$ cat config.mk
export PLATFORM = sky130hd
export DESIGN_NAME = dejitter_multi
export DESIGN_NICKNAME = d
export VERILOG_FILES = /design/src/rtl/dejitter_pkg.sv /design/src/rtl/dejitter_chan.sv /design/src/rtl/dejitter_multi.sv
export SDC_FILE = /design/constraint.sdc
export NUM_CORES = 1
export LEC_CHECK = 0
export CELL_PAD_IN_SITES_DETAIL_PLACEMENT = 0
export CELL_PAD_IN_SITES_GLOBAL_PLACEMENT = 1
export CORE_ASPECT_RATIO = 0.5
export CORE_MARGIN = 5
export CORE_UTILIZATION = 51
export CTS_BUF_LIST = sky130_fd_sc_hd__clkbuf_2 sky130_fd_sc_hd__clkbuf_4 sky130_fd_sc_hd__clkbuf_8
export CTS_CLUSTER_DIAMETER = 200
export DETAILED_ROUTE_END_ITERATION = 10
export PLACE_DENSITY = 0.86
export SYNTH_ARGS = -nofsm -noshare
export SYNTH_HDL_FRONTEND = slang
export SYNTH_SLANG_ARGS = --single-unit
$ cat constraint.sdc
create_clock -name sys_clk -period 5.6 [get_ports sys_clk]
set_clock_uncertainty 0.05 [all_clocks]
set_input_delay 1.12 -clock sys_clk [delete_from_list [all_inputs] [get_ports sys_clk]]
set_output_delay 1.12 -clock sys_clk [all_outputs]
set_load 0.005 [all_outputs]
$ cat src/rtl/dejitter_pkg.sv
// dejitter_pkg: shared constants and helpers for the multi-channel dejitter.
//   C_DEFAULT_HOLD     - suggested hold_cnt for mechanical inputs
//   C_MIN_SYNC_STAGES  - smallest synchroniser depth that is metastability-safe
//   heff()             - effective stability threshold (0 is treated as 1)
package dejitter_pkg;

  localparam int C_DEFAULT_HOLD    = 1000;
  localparam int C_MIN_SYNC_STAGES = 2;
  localparam int C_MAX_COUNT_WIDTH = 32;

  // Threshold math is done at 32 bits so any C_COUNT_WIDTH up to 32 fits.
  function automatic logic [31:0] heff(input logic [31:0] hold);
    return (hold == 32'd0) ? 32'd1 : hold;
  endfunction

endpackage

$ cat src/rtl/dejitter_chan.sv
// dejitter_chan: one debounced channel.
//   sys_clk, sys_rst_n : clock, synchronous active-low reset
//   raw                : asynchronous input bit
//   en                 : 0 freezes stable/pulses and clears the counter
//   hold_cnt           : required stable samples
//   stable             : debounced logical level
//   rise, fall         : single-cycle change events
module dejitter_chan
  import dejitter_pkg::*;
#(
  parameter int   COUNT_WIDTH = 16,
  parameter int   SYNC_STAGES = 2,
  parameter logic POLARITY    = 1'b0,
  parameter logic INIT        = 1'b0
) (
  input  logic                   sys_clk,
  input  logic                   sys_rst_n,
  input  logic                   raw,
  input  logic                   en,
  input  logic [COUNT_WIDTH-1:0] hold_cnt,
  output logic                   stable,
  output logic                   rise,
  output logic                   fall
);

  logic                   lvl;
  logic                   sq;
  logic [SYNC_STAGES-1:0] sync;
  logic [COUNT_WIDTH-1:0] cnt;
  logic [31:0]            thr;

  // Polarity is applied before synchronising so the chain resets to the
  // logical init level and no spurious change is seen out of reset.
  assign lvl = raw ^ POLARITY;
  assign sq  = sync[SYNC_STAGES-1];
  assign thr = heff(32'(hold_cnt)) - 32'd1;

  always_ff @(posedge sys_clk) begin
    if (!sys_rst_n) begin
      sync   <= {SYNC_STAGES{INIT}};
      stable <= INIT;
      cnt    <= '0;
      rise   <= 1'b0;
      fall   <= 1'b0;
    end else begin
      // Synchroniser keeps running even when disabled so re-enable sees
      // a current sample.
      sync <= {sync[SYNC_STAGES-2:0], lvl};
      rise <= 1'b0;
      fall <= 1'b0;
      if (!en) begin
        cnt <= '0;
      end else if (sq == stable) begin
        cnt <= '0;
      end else if (32'(cnt) >= thr) begin
        // ">=" so a lowered hold_cnt mid-count flips on the next edge.
        stable <= sq;
        cnt    <= '0;
        rise   <= sq;
        fall   <= ~sq;
      end else begin
        cnt <= cnt + COUNT_WIDTH'(1);
      end
    end
  end

endmodule

$ cat src/rtl/dejitter_multi.sv
// dejitter_multi: C_CHANNELS independent debouncers with event pulses.
//   sys_clk, sys_rst_n : clock, synchronous active-low reset
//   signal_in          : raw asynchronous inputs
//   chan_en            : per-channel enable
//   hold_cnt           : required stable samples (0 behaves as 1)
//   signal_out         : debounced active-high levels
//   rise_pulse         : 1-cycle pulse on 0->1 of signal_out
//   fall_pulse         : 1-cycle pulse on 1->0 of signal_out
//   change_any         : OR of all event pulses, same cycle
module dejitter_multi
  import dejitter_pkg::*;
#(
  parameter int                    C_CHANNELS       = 4,
  parameter int                    C_COUNT_WIDTH    = 16,
  parameter int                    C_SYNC_STAGES    = 2,
  parameter logic [C_CHANNELS-1:0] C_INPUT_POLARITY = '0,
  parameter logic [C_CHANNELS-1:0] C_INIT_STATE     = '0
) (
  input  logic                     sys_clk,
  input  logic                     sys_rst_n,
  input  logic [C_CHANNELS-1:0]    signal_in,
  input  logic [C_CHANNELS-1:0]    chan_en,
  input  logic [C_COUNT_WIDTH-1:0] hold_cnt,
  output logic [C_CHANNELS-1:0]    signal_out,
  output logic [C_CHANNELS-1:0]    rise_pulse,
  output logic [C_CHANNELS-1:0]    fall_pulse,
  output logic                     change_any
);

  for (genvar i = 0; i < C_CHANNELS; i++) begin : g_chan
    dejitter_chan #(
      .COUNT_WIDTH (C_COUNT_WIDTH),
      .SYNC_STAGES (C_SYNC_STAGES),
      .POLARITY    (C_INPUT_POLARITY[i]),
      .INIT        (C_INIT_STATE[i])
    ) u_chan (
      .sys_clk   (sys_clk),
      .sys_rst_n (sys_rst_n),
      .raw       (signal_in[i]),
      .en        (chan_en[i]),
      .hold_cnt  (hold_cnt),
      .stable    (signal_out[i]),
      .rise      (rise_pulse[i]),
      .fall      (fall_pulse[i])
    );
  end

  assign change_any = |(rise_pulse | fall_pulse);

endmodule
==> metrics.txt <==
number of global-route vias before repair=4297; number of cells upsized or downsized after cts=0; final hold violation count=0; cells after synthesis=611; Static Leakage=2.36 nW; IO Port Bufs=38; Synth warnings=0; cell type group with the largest total delay on the critical path=simple AND/OR/NAND/NOR gates; unrepaired setup endpoints after global routing=no; hold buffer count at CTS=0; Antenna Cells=0; synthesized flop and latch total=84; combinational family with the most area after synthesis=simple AND/OR/NAND/NOR gates; Detailed Routing Iterations Pass 1=4; placed standard-cell area=0.00595 mm²; Total Negative Setup Slacks=0 ns; count of final setup violators=0; buffer and inverter count on the worst path=1; Worst Max-Slew Pin Slew=0.747 ns; GPL Wtd Cong=0.863; buffer cell driving the clock tree root=sky130_fd_sc_hd__clkbuf_8; count of unique library cells instantiated by Yosys=42; sequential share of the synthesized area=30.5%; finished layout cell area=0.00613 mm²; die span in x=157 µm; critical path required time=5.85 ns; later-pin clock latency in the skew report=0.36 ns; post-synthesis share of cell area spent on xor and xnor gates=11.6%; number of cell rows=26; H-tree depth=3; final WL=13600 µm; DP HPWL=10200 µm; post-synthesis async set-or-reset flop share=0%; nature of the critical path endpoint=flip-flop; setup repair bufs after CTS=0; CP Class=in -> reg; Max-slew headroom=50.1%; min-delay worst type=reg -> reg; minimum period implied by the final worst setup slack=5.02 ns; number of buffers between clock root and the deepest sink=2; Global Route Usage Sum=21.0%; die height=83.5 µm; clk sink count=84; number of synthesized flops with an enable pin=0; ports placed on the boundary=39; worst ir drop on vdd=0.124 mV; final hold slack=0.386 ns; fillcell total=965; full die area=0.0131 mm²; highest cell delay on the worst timing path=0.57 ns; Main synth FF type=sky130_fd_sc_hd__dfxtp_1; synthesized-area fraction occupied by ao, oa, aoi and oai cells=17.3%; area of the core region=0.0104 mm²; Synth Area in Simple Gates=19.0%; routed vias=4488; fraction of the cycle the final worst path needs=89.6%; Max Freq=199 MHz; number of nets with antenna violations after detailed routing=0; adder and majority cell fraction of the synthesized area=15.9%; largest cells by area after synthesis=sky130_fd_sc_hd__dfxtp_1, sky130_fd_sc_hd__ha_1, sky130_fd_sc_hd__a211oi_1; top-area cell type share of the netlist area=30.5%; combined area of all synthesized cells=0.00551 mm²; cell-by-cell listing of the critical path=clkdlybuf4s50_1 -> nor4_1 -> nand2_1 -> nor3_1 -> a21oi_1 -> ha_1 -> nand2b_1 -> or3_4 -> nor4_4 -> xnor2_1 -> ha_1 -> o21ai_0 -> a21oi_1 -> nor2_1 -> nor2_2 -> and4_1; Cell Pwr Density=181 mW/mm²; number of clock buffers inserted by TritonCTS=9; Final Slew Violations=0; area added between synthesis and finish=11.2%; GRT Residual Overflow=0; data arrival time of the critical path=5.26 ns; crit start category=input port; CTS tree=yes; DR WL/cell=17.3 µm; run status=finished clean; number of antenna violations at the first check in global routing=0; first-pass GRT wire length=22200 µm; remaining routing DRC violations=0; total of max-cap violations=0; largest net degree at the start of global routing=23; Clock transition at path regs=0.08 ns; Initial Util=53.1%; number of DRC violations after detailed-routing iteration 0=292; Vias/cell=5.72; share of synthesized area spent on multiplexers=0.727%; cell with the biggest individual delay on the critical path=sky130_fd_sc_hd__nor2_2; worst-path fanout max=18; average footprint of a synthesized cell=9.01 µm²; Synthesized Nets=707; layout cell share with drive strength beyond 1=6.05%; cell taking the most area after synthesis=sky130_fd_sc_hd__dfxtp_1; net total in the final layout=736
## state kept, by name, summed over array words and instances, names as in the netlist
register,count
g_chan.u_chan.cnt,64
g_chan.u_chan.sync,8
g_chan.u_chan.fall,4
g_chan.u_chan.rise,4
g_chan.u_chan.stable,4
## cell type report
class / count / area (µm²) / share of cell area (%)
inverter: 28 / 105 / 1.72
tap: 140 / 175 / 2.86
sequential: 84 / 1680 / 27.5
timing repair buffer: 45 / 433 / 7.07
multi-input combinational: 472 / 3550 / 58.0
clock buffer: 12 / 153 / 2.49
clock inverter: 4 / 25.0 / 0.408
## path summary, 6_finish.rpt
check / from / endpoint / slack (ns) / cells past startpoint
setup reg to reg: g_chan[0].u_chan.cnt[0] / g_chan[0].u_chan.cnt[15] / 3.10 / 7
setup / recovery: hold_cnt[8] / g_chan[0].u_chan.rise / 0.58 / 16
hold / removal: g_chan[0].u_chan.sync[0] / g_chan[0].u_chan.sync[1] / 0.39 / 1
hold reg to reg: g_chan[0].u_chan.sync[0] / g_chan[0].u_chan.sync[1] / 0.39 / 1
## placed cells by master (no fill, tap or decap), types with 19 or more instances in the layout
master | Yosys | routed
sky130_fd_sc_hd__dfxtp_1 | 84 | 84
sky130_fd_sc_hd__ha_1 | 70 | 70
sky130_fd_sc_hd__a211oi_1 | 68 | 68
sky130_fd_sc_hd__xnor2_1 | 44 | 44
sky130_fd_sc_hd__nor2_1 | 39 | 39
sky130_fd_sc_hd__clkdlybuf4s50_1 | 0 | 38
sky130_fd_sc_hd__nand2_1 | 32 | 32
sky130_fd_sc_hd__xor2_1 | 29 | 29
sky130_fd_sc_hd__inv_1 | 28 | 28
sky130_fd_sc_hd__a21oi_1 | 21 | 21
sky130_fd_sc_hd__nand3_1 | 20 | 20
sky130_fd_sc_hd__nand4_1 | 19 | 19
## kinds of logic (layout without fill, tap and decap cells)
| group | after synthesis | count (layout) |
|---|---|---|
| compound gates | 135 | 135 |
| xor+xnor | 73 | 73 |
| fa+ha+maj | 70 | 70 |
| buf+inv | 55 | 89 |
| flops | 84 | 84 |
| mux | 4 | 4 |
| simple gates | 190 | 190 |
## synth_stat cells, drive strengths merged (4+ instances only)
| cell | instances |
|---|---|
| nand4 | 20 |
| and3 | 11 |
| dfxtp | 84 |
| nand2b | 5 |
| buf | 20 |
| nand3 | 20 |
| and2 | 11 |
| clkbuf | 7 |
| ha | 70 |
| mux2i | 4 |
| nor2 | 43 |
| xor2 | 29 |
| o21ai | 16 |
| o2111ai | 4 |
| a32oi | 4 |
| and4 | 11 |
| a21o | 16 |
| inv | 28 |
| nand2 | 37 |
| xnor2 | 44 |
| a2111o | 4 |
| nor4 | 10 |
| a211oi | 68 |
| a21oi | 21 |
| nor3 | 12 |
## per-layer routing
| layer | global-route usage, % | wire length [µm] |
|---|---|---|
| met2 | 31.8 | 5780 |
| met3 | 4.30 | 418 |
| met5 | 0 | 0 |
| met1 | 30.8 | 7230 |
| met4 | 3.94 | 137 |
## per-stage QoR
stage                     setup WS [ns]  power, mW  util, %  std cells
final                             0.583       1.11     59.0        785
after global routing              0.244       1.16     59.0        785
after CTS                         0.668       1.12     59.0        785
after detailed placement          0.302      0.721     57.3        769
after global placement            0.364      0.718     57.3        769
after floorplan                    1.41      0.668        -        611
## power by group
part / internal [mW] / switching [mW]
Sequential: 0.600 / 0.00240
Combinational: 0.0455 / 0.0604
Clock: 0.182 / 0.218
(Power assumes the default switching activity.)
